**src/rtl/axil_regfile.sv**
```systemverilog
// axil_regfile: parametrised AXI4-Lite slave register file.
//   P_NUM_RW_REG host-writable control registers with byte strobes, followed in
//   the address map by P_NUM_RO_REG read-only status inputs. Word index is
//   addr[P_ADDR_WIDTH-1:2]; anything past the last RO register answers DECERR.
//   Writes to RO registers answer SLVERR. Per-register write/read pulses let
//   the PL side react to host accesses (e.g. clear-on-read status).
//   P_DATA_WIDTH must be 32 or 64; P_ADDR_WIDTH must be at least 3 and wide
//   enough to index every register.
module axil_regfile #(
    parameter int P_DATA_WIDTH = 32,
    parameter int P_NUM_RW_REG = 4,
    parameter int P_NUM_RO_REG = 4,
    parameter int P_ADDR_WIDTH = $clog2(P_NUM_RW_REG + P_NUM_RO_REG) + 2,
    parameter logic [P_NUM_RW_REG*P_DATA_WIDTH-1:0] P_RW_RESET = '0
) (
    input  logic                                 s_axi_aclk,
    input  logic                                 s_axi_areset,
    // write address channel
    input  logic [P_ADDR_WIDTH-1:0]              s_axi_awaddr,
    input  logic [2:0]                           s_axi_awprot,
    input  logic                                 s_axi_awvalid,
    output logic                                 s_axi_awready,
    // write data channel
    input  logic [P_DATA_WIDTH-1:0]              s_axi_wdata,
    input  logic [P_DATA_WIDTH/8-1:0]            s_axi_wstrb,
    input  logic                                 s_axi_wvalid,
    output logic                                 s_axi_wready,
    // write response channel
    output logic [1:0]                           s_axi_bresp,
    output logic                                 s_axi_bvalid,
    input  logic                                 s_axi_bready,
    // read address channel
    input  logic [P_ADDR_WIDTH-1:0]              s_axi_araddr,
    input  logic [2:0]                           s_axi_arprot,
    input  logic                                 s_axi_arvalid,
    output logic                                 s_axi_arready,
    // read data channel
    output logic [P_DATA_WIDTH-1:0]              s_axi_rdata,
    output logic [1:0]                           s_axi_rresp,
    output logic                                 s_axi_rvalid,
    input  logic                                 s_axi_rready,
    // register-side interface
    output logic [P_NUM_RW_REG*P_DATA_WIDTH-1:0] rw_data,
    output logic [P_NUM_RW_REG-1:0]              rw_wr_pulse,
    input  logic [P_NUM_RO_REG*P_DATA_WIDTH-1:0] ro_data,
    output logic [P_NUM_RO_REG-1:0]              ro_rd_pulse
);

    localparam int STRB_W = P_DATA_WIDTH / 8;
    localparam int IDX_W  = P_ADDR_WIDTH - 2;

    localparam logic [1:0] RESP_OKAY   = 2'b00;
    localparam logic [1:0] RESP_SLVERR = 2'b10;
    localparam logic [1:0] RESP_DECERR = 2'b11;

    // Write-side state: independently held AW and W beats, then the B response.
    logic                    aw_held;
    logic                    w_held;
    logic [IDX_W-1:0]        aw_idx_q;
    logic [P_DATA_WIDTH-1:0] w_data_q;
    logic [STRB_W-1:0]       w_strb_q;
    logic                    bvalid_q;
    logic [1:0]              bresp_q;
    logic [P_NUM_RW_REG-1:0] rw_wr_pulse_q;

    // Read-side state: single registered response slot.
    logic                    rvalid_q;
    logic [1:0]              rresp_q;
    logic [P_DATA_WIDTH-1:0] rdata_q;
    logic [P_NUM_RO_REG-1:0] ro_rd_pulse_q;

    // Control register storage.
    logic [P_DATA_WIDTH-1:0] rw_regs [P_NUM_RW_REG];

    // Handshakes and commit strobe.
    logic             aw_hs;
    logic             w_hs;
    logic             b_hs;
    logic             ar_hs;
    logic             r_hs;
    logic             commit;
    logic [IDX_W-1:0] ar_idx;

    // Decode results.
    logic [P_NUM_RW_REG-1:0] wr_rw_hit;
    logic                    wr_ro_hit;
    logic [P_NUM_RW_REG-1:0] rd_rw_hit;
    logic [P_NUM_RO_REG-1:0] rd_ro_hit;
    logic [P_DATA_WIDTH-1:0] rd_data_mux;

    // Protection bits and the byte offset within a word carry no meaning here.
    logic unused_sink;
    assign unused_sink = ^{s_axi_awprot, s_axi_arprot,
                           s_axi_awaddr[1:0], s_axi_araddr[1:0]};

    // Ready terms are gated by reset so nothing is accepted while it is asserted.
    assign s_axi_awready = ~aw_held & ~bvalid_q & ~s_axi_areset;
    assign s_axi_wready  = ~w_held  & ~bvalid_q & ~s_axi_areset;
    assign s_axi_arready = ~rvalid_q & ~s_axi_areset;

    assign aw_hs  = s_axi_awvalid & s_axi_awready;
    assign w_hs   = s_axi_wvalid  & s_axi_wready;
    assign b_hs   = bvalid_q & s_axi_bready;
    assign ar_hs  = s_axi_arvalid & s_axi_arready;
    assign r_hs   = rvalid_q & s_axi_rready;
    // Both halves present: the write lands on the following edge.
    assign commit = aw_held & w_held;
    assign ar_idx = s_axi_araddr[P_ADDR_WIDTH-1:2];

    // Decode the held write index into a one-hot RW hit or an RO hit.
    always_comb begin
        wr_rw_hit = '0;
        wr_ro_hit = 1'b0;
        for (int i = 0; i < P_NUM_RW_REG; i++) begin
            if (aw_idx_q == IDX_W'(i)) wr_rw_hit[i] = 1'b1;
        end
        for (int j = 0; j < P_NUM_RO_REG; j++) begin
            if (aw_idx_q == IDX_W'(P_NUM_RW_REG + j)) wr_ro_hit = 1'b1;
        end
    end

    // Decode the live read index and select the word to return (0 if unmapped).
    always_comb begin
        rd_rw_hit   = '0;
        rd_ro_hit   = '0;
        rd_data_mux = '0;
        for (int i = 0; i < P_NUM_RW_REG; i++) begin
            if (ar_idx == IDX_W'(i)) begin
                rd_rw_hit[i] = 1'b1;
                rd_data_mux  = rw_regs[i];
            end
        end
        for (int j = 0; j < P_NUM_RO_REG; j++) begin
            if (ar_idx == IDX_W'(P_NUM_RW_REG + j)) begin
                rd_ro_hit[j] = 1'b1;
                rd_data_mux  = ro_data[j*P_DATA_WIDTH +: P_DATA_WIDTH];
            end
        end
    end

    // Capture the write address and data payloads as each beat is accepted.
    always_ff @(posedge s_axi_aclk) begin
        if (aw_hs) aw_idx_q <= s_axi_awaddr[P_ADDR_WIDTH-1:2];
        if (w_hs) begin
            w_data_q <= s_axi_wdata;
            w_strb_q <= s_axi_wstrb;
        end
    end

    // Write control: held flags, commit into a B response, and the write pulse.
    always_ff @(posedge s_axi_aclk) begin
        if (s_axi_areset) begin
            aw_held       <= 1'b0;
            w_held        <= 1'b0;
            bvalid_q      <= 1'b0;
            bresp_q       <= RESP_OKAY;
            rw_wr_pulse_q <= '0;
        end else begin
            rw_wr_pulse_q <= '0;
            if (aw_hs) aw_held <= 1'b1;
            if (w_hs)  w_held  <= 1'b1;
            if (commit) begin
                aw_held       <= 1'b0;
                w_held        <= 1'b0;
                bvalid_q      <= 1'b1;
                rw_wr_pulse_q <= wr_rw_hit;
                if (|wr_rw_hit)     bresp_q <= RESP_OKAY;
                else if (wr_ro_hit) bresp_q <= RESP_SLVERR;
                else                bresp_q <= RESP_DECERR;
            end else if (b_hs) begin
                bvalid_q <= 1'b0;
                bresp_q  <= RESP_OKAY;
            end
        end
    end

    // Register storage: byte-lane update of the addressed RW register on commit.
    always_ff @(posedge s_axi_aclk) begin
        if (s_axi_areset) begin
            for (int i = 0; i < P_NUM_RW_REG; i++) begin
                rw_regs[i] <= P_RW_RESET[i*P_DATA_WIDTH +: P_DATA_WIDTH];
            end
        end else if (commit) begin
            for (int i = 0; i < P_NUM_RW_REG; i++) begin
                if (wr_rw_hit[i]) begin
                    for (int b = 0; b < STRB_W; b++) begin
                        if (w_strb_q[b]) rw_regs[i][b*8 +: 8] <= w_data_q[b*8 +: 8];
                    end
                end
            end
        end
    end

    // Read response: registered on the AR handshake, cleared on the R handshake.
    always_ff @(posedge s_axi_aclk) begin
        if (s_axi_areset) begin
            rvalid_q      <= 1'b0;
            rresp_q       <= RESP_OKAY;
            rdata_q       <= '0;
            ro_rd_pulse_q <= '0;
        end else begin
            ro_rd_pulse_q <= '0;
            if (ar_hs) begin
                rvalid_q      <= 1'b1;
                rdata_q       <= rd_data_mux;
                rresp_q       <= ((|rd_rw_hit) || (|rd_ro_hit)) ? RESP_OKAY : RESP_DECERR;
                ro_rd_pulse_q <= rd_ro_hit;
            end else if (r_hs) begin
                rvalid_q <= 1'b0;
                rresp_q  <= RESP_OKAY;
                rdata_q  <= '0;
            end
        end
    end

    assign s_axi_bvalid = bvalid_q;
    assign s_axi_bresp  = bresp_q;
    assign s_axi_rvalid = rvalid_q;
    assign s_axi_rresp  = rresp_q;
    assign s_axi_rdata  = rdata_q;
    assign rw_wr_pulse  = rw_wr_pulse_q;
    assign ro_rd_pulse  = ro_rd_pulse_q;

    for (genvar g = 0; g < P_NUM_RW_REG; g++) begin : g_rw_out
        assign rw_data[g*P_DATA_WIDTH +: P_DATA_WIDTH] = rw_regs[g];
    end

endmodule

```
**config.mk**
```make
export PLATFORM = sky130hd
export DESIGN_NAME = axil_regfile
export DESIGN_NICKNAME = d
export VERILOG_FILES = /design/src/rtl/axil_regfile.sv
export SDC_FILE = /design/constraint.sdc
export NUM_CORES = 1
export LEC_CHECK = 0
export BUFFER_PORTS_ARGS = -buffer_cell sky130_fd_sc_hd__buf_2
export CAP_MARGIN = 40
export CORE_MARGIN = 4
export CORE_UTILIZATION = 35
export CTS_CLUSTER_DIAMETER = 40
export DETAILED_ROUTE_END_ITERATION = 8
export PLACE_DENSITY = 0.63
export SLEW_MARGIN = 20
export SYNTH_ARGS = -nofsm -noshare
export SYNTH_HDL_FRONTEND = slang
export SYNTH_SLANG_ARGS = --single-unit
export TNS_END_PERCENT = 30
```
**constraint.sdc**
```tcl
create_clock -name s_axi_aclk -period 5.4 [get_ports s_axi_aclk]
set_clock_uncertainty 0.15 [all_clocks]
set_input_delay 1.08 -clock s_axi_aclk [delete_from_list [all_inputs] [get_ports s_axi_aclk]]
set_output_delay 1.08 -clock s_axi_aclk [all_outputs]
set_load 0.01 [all_outputs]
```
==> results.toml <==
[clock_network]
clock_latency_ps = 540
postCtsHoldBufs = 0
numCtsBuffers = 31
htreeDepth = 1
cts_tree = "built"
clk_pin_slew_ps = 60
clockBufferDepth = 3
cts_setup_buffers = 0
cts_resized = 0
cts_root_buffer = "clkbuf_16"
cts.sinks = 214

[synth]
synth_edf_count = 167
synth-simple-area-share_pct = 15.8
synth_compound_area_share_pct = 11.4
synth_xor_area_share_pct = 0
synth_top_family_by_area = "simple AND/OR/NAND/NOR gates"
yosys.cell_count.top_type = "edfxtp_1"
synth.area.top_cells = "edfxtp_1 50%, dfxtp_1 9.5%, and3_1 8.2%"
yosys.area.top_type = "edfxtp_1"
yosys_register_bits = 214
yosys_warnings = 0
avgSynthCellArea_sq_um = 12.9
synthAdderAreaFrac_pct = 0
seq_area_frac_synth_pct = 59.9
netlist_area_sq_um = 9940
synthFlopType = "edfxtp_1"
ys_top_cells_by_count = "167 x edfxtp_1, 130 x and3_1, 68 x nor2_1"
synth_mux_area_share_pct = 8.25
synth_cells = 770
synth_cell_types = 53
synth_top_area_share_pct = 50.5
synth_nets = 957
ys_async_sr_fraction_pct = 0

[timing]
period_minus_slack_ps = 3040
rsz0062_at_grt = "false"
drv_slew = 0
maxSlewHeadroom_pct = 45.3
timing.final.crit_share_pct = 56.3
max_freq_mhz = 329
hold_viol_final = 0
tightest_slew_ps = 818
setup_violations = 0
timing.setup.tns_ps = 0
fin_ws_ps = 2360

[critical_path]
worstReg2RegStart = "aw_idx_q[2]"
endpoint = "s_axi_rdata[24]"
cpMaxStageDelayCell = "or2_0"
crit_path_end_kind = "flip-flop"
r2r-end = "rw_regs[0][29]"
worstPathMaxFanout = 40
criticalPathCategory = "in -> reg"
cp_num_buf_inv = 2
ff2ff_path_depth = 4
cp.arrival_ps = 3290
critPathMaxStageDelay_ps = 500
crit_required_ps = 5650
reg2reg_setup_slack_ps = 2960
path_delay_family = "buffers and inverters"
crit_start = "s_axi_araddr[4]"
crit_path_start_kind = "input port"
path_cells = "buf_2 -> buf_4 -> nand2b_1 -> or2_0 -> o21a_1 -> o2bb2ai_1"
cp_num_cells = 6

[drt]
drtPass1Iterations = 6
routed_via_density = 5.20
drtIter0Drc = 585
drt-total-wl_microns = 34100
num_vias = 7938
drc = 0
ant_nets = 0
wire_per_inst_microns = 22.4

[finish]
layout.nets = 1307
fin_util_pct = 47.1
areaGrowthSynthToFinish_pct = 32.5
drive_gt1_share_pct = 43.6

[global_routing]
grt_pass1_wl_microns = 49400
grt-busiest-layer = "met2"
use_met1_pct = 27.7
grt_pass1_vias = 7927
antenna_found_initial = 4
use_met2_pct = 35.2
grt_overflow = 0
met3_usage_pct = 3.88
grt_max_degree = 43
track_usage_pct = 20.9

[die]
die_y_microns = 177
start_util_pct = 35.6
core_sq_um = 27900
fp-row-count = 61
die_w_microns = 177
die_area_sq_um = 31200
io_pins = 364

[pwr]
vdd_drop_max_mv = 0.249
power_density_nw_per_um2 = 335
leakagePower_nw = 5.96
fin_total_pwr_w = 0.00441

[placed_design]
pre_cts_ws_ps = 1770
place.gp.congestion = 0.816
port-buffer-count = 353
place_hpwl_microns = 25600

[status]
status = "finished clean"

[min_path]
hp-class = "reg -> reg"

[flow_run]
drv_cap = 0
layout by cell type, fill, tap and decap left out, types with 5 or more instances in the layout:
| cell | count |
|---|---|
| buf_2 | 351 |
| edfxtp_1 | 167 |
| and3_1 | 130 |
| nor2_1 | 68 |
| dfxtp_1 | 47 |
| buf_4 | 33 |
| a21oi_1 | 31 |
| clkbuf_16 | 31 |
| nand2_1 | 24 |
| a211oi_1 | 23 |
| o22ai_1 | 21 |
| mux4_2 | 21 |
| o21bai_1 | 16 |
| o21ai_0 | 15 |
| mux2_2 | 13 |
| mux2i_1 | 11 |
| o21a_1 | 10 |
| o21ai_1 | 9 |
| mux2_1 | 8 |
| a22o_1 | 8 |
| o221ai_1 | 8 |
| a22oi_1 | 8 |
| o2bb2ai_1 | 8 |
| inv_6 | 5 |
| bufinv_16 | 5 |
area by class of cell:
type | count | area, sq um
diodes | 4 | 10.0
clock buffers | 34 | 787
fillers | 2575 | 14800
flip-flops and latches | 214 | 5960
repair buffers | 390 | 2090
inverters | 1 | 3.75
multi-input cells | 482 | 3540
well taps | 378 | 473
clock inverters | 23 | 299
report_power, final:
group          switching [W]  total (W)  internal, W
Combinational       0.000247   0.000428     0.000182
Sequential         0.0000435    0.00188      0.00184
Clock               0.000781    0.00209      0.00131
worst register-to-register path, delay by kind of cell (launching register included):
kind	cells	cell delay (ps)
buf+inv	1	380
simple gates	3	1340
flops	1	450
flip-flops by register name (all words and copies together) (netlist names):
name	cells
rw_regs	128
s_axi_rdata	32
w_data_q	32
ro_rd_pulse	4
rw_wr_pulse	4
w_strb_q	4
aw_idx_q	3
s_axi_bresp	2
aw_held	1
s_axi_bvalid	1
s_axi_rresp	1
s_axi_rvalid	1
w_held	1
cells by family after synthesis:
group / count (synthesis)
DFF: 214
buffers and inverters: 74
and+or+nand+nor: 263
muxes: 53
AOI/OAI and AO/OA: 166
per-layer routing:
layer	vias up	wire [microns]
li1	3710	-
met1	3859	14600
met2	314	16400
met3	53	2190
met4	2	854
met5	-	13
stage by stage:
stage | hold slack (ps) | cells | cell area (sq um)
4_1_cts | 325 | 1519 | 13100
5_1_grt | 361 | 1525 | 13200
6_report | 330 | 1526 | 13200
2_1_floorplan | 327 | 770 | 9940
3_3_place_gp | 317 | 1442 | 11900
3_5_place_dp | 311 | 1462 | 12000
worst min-delay path by stage:
stage,start,endpoint,slack [ps],cells after the start
2_1_floorplan,w_held,w_held,330,1
3_3_place_gp,s_axi_rdata[28],s_axi_rdata[28],320,2
3_5_place_dp,s_axi_bresp[1],s_axi_bresp[1],310,2
4_1_cts,s_axi_bresp[1],s_axi_bresp[1],320,2
5_1_grt,s_axi_rdata[17],s_axi_rdata[17],360,2
6_report,s_axi_bresp[1],s_axi_bresp[1],330,2
Power figures use the tool's default switching activity.
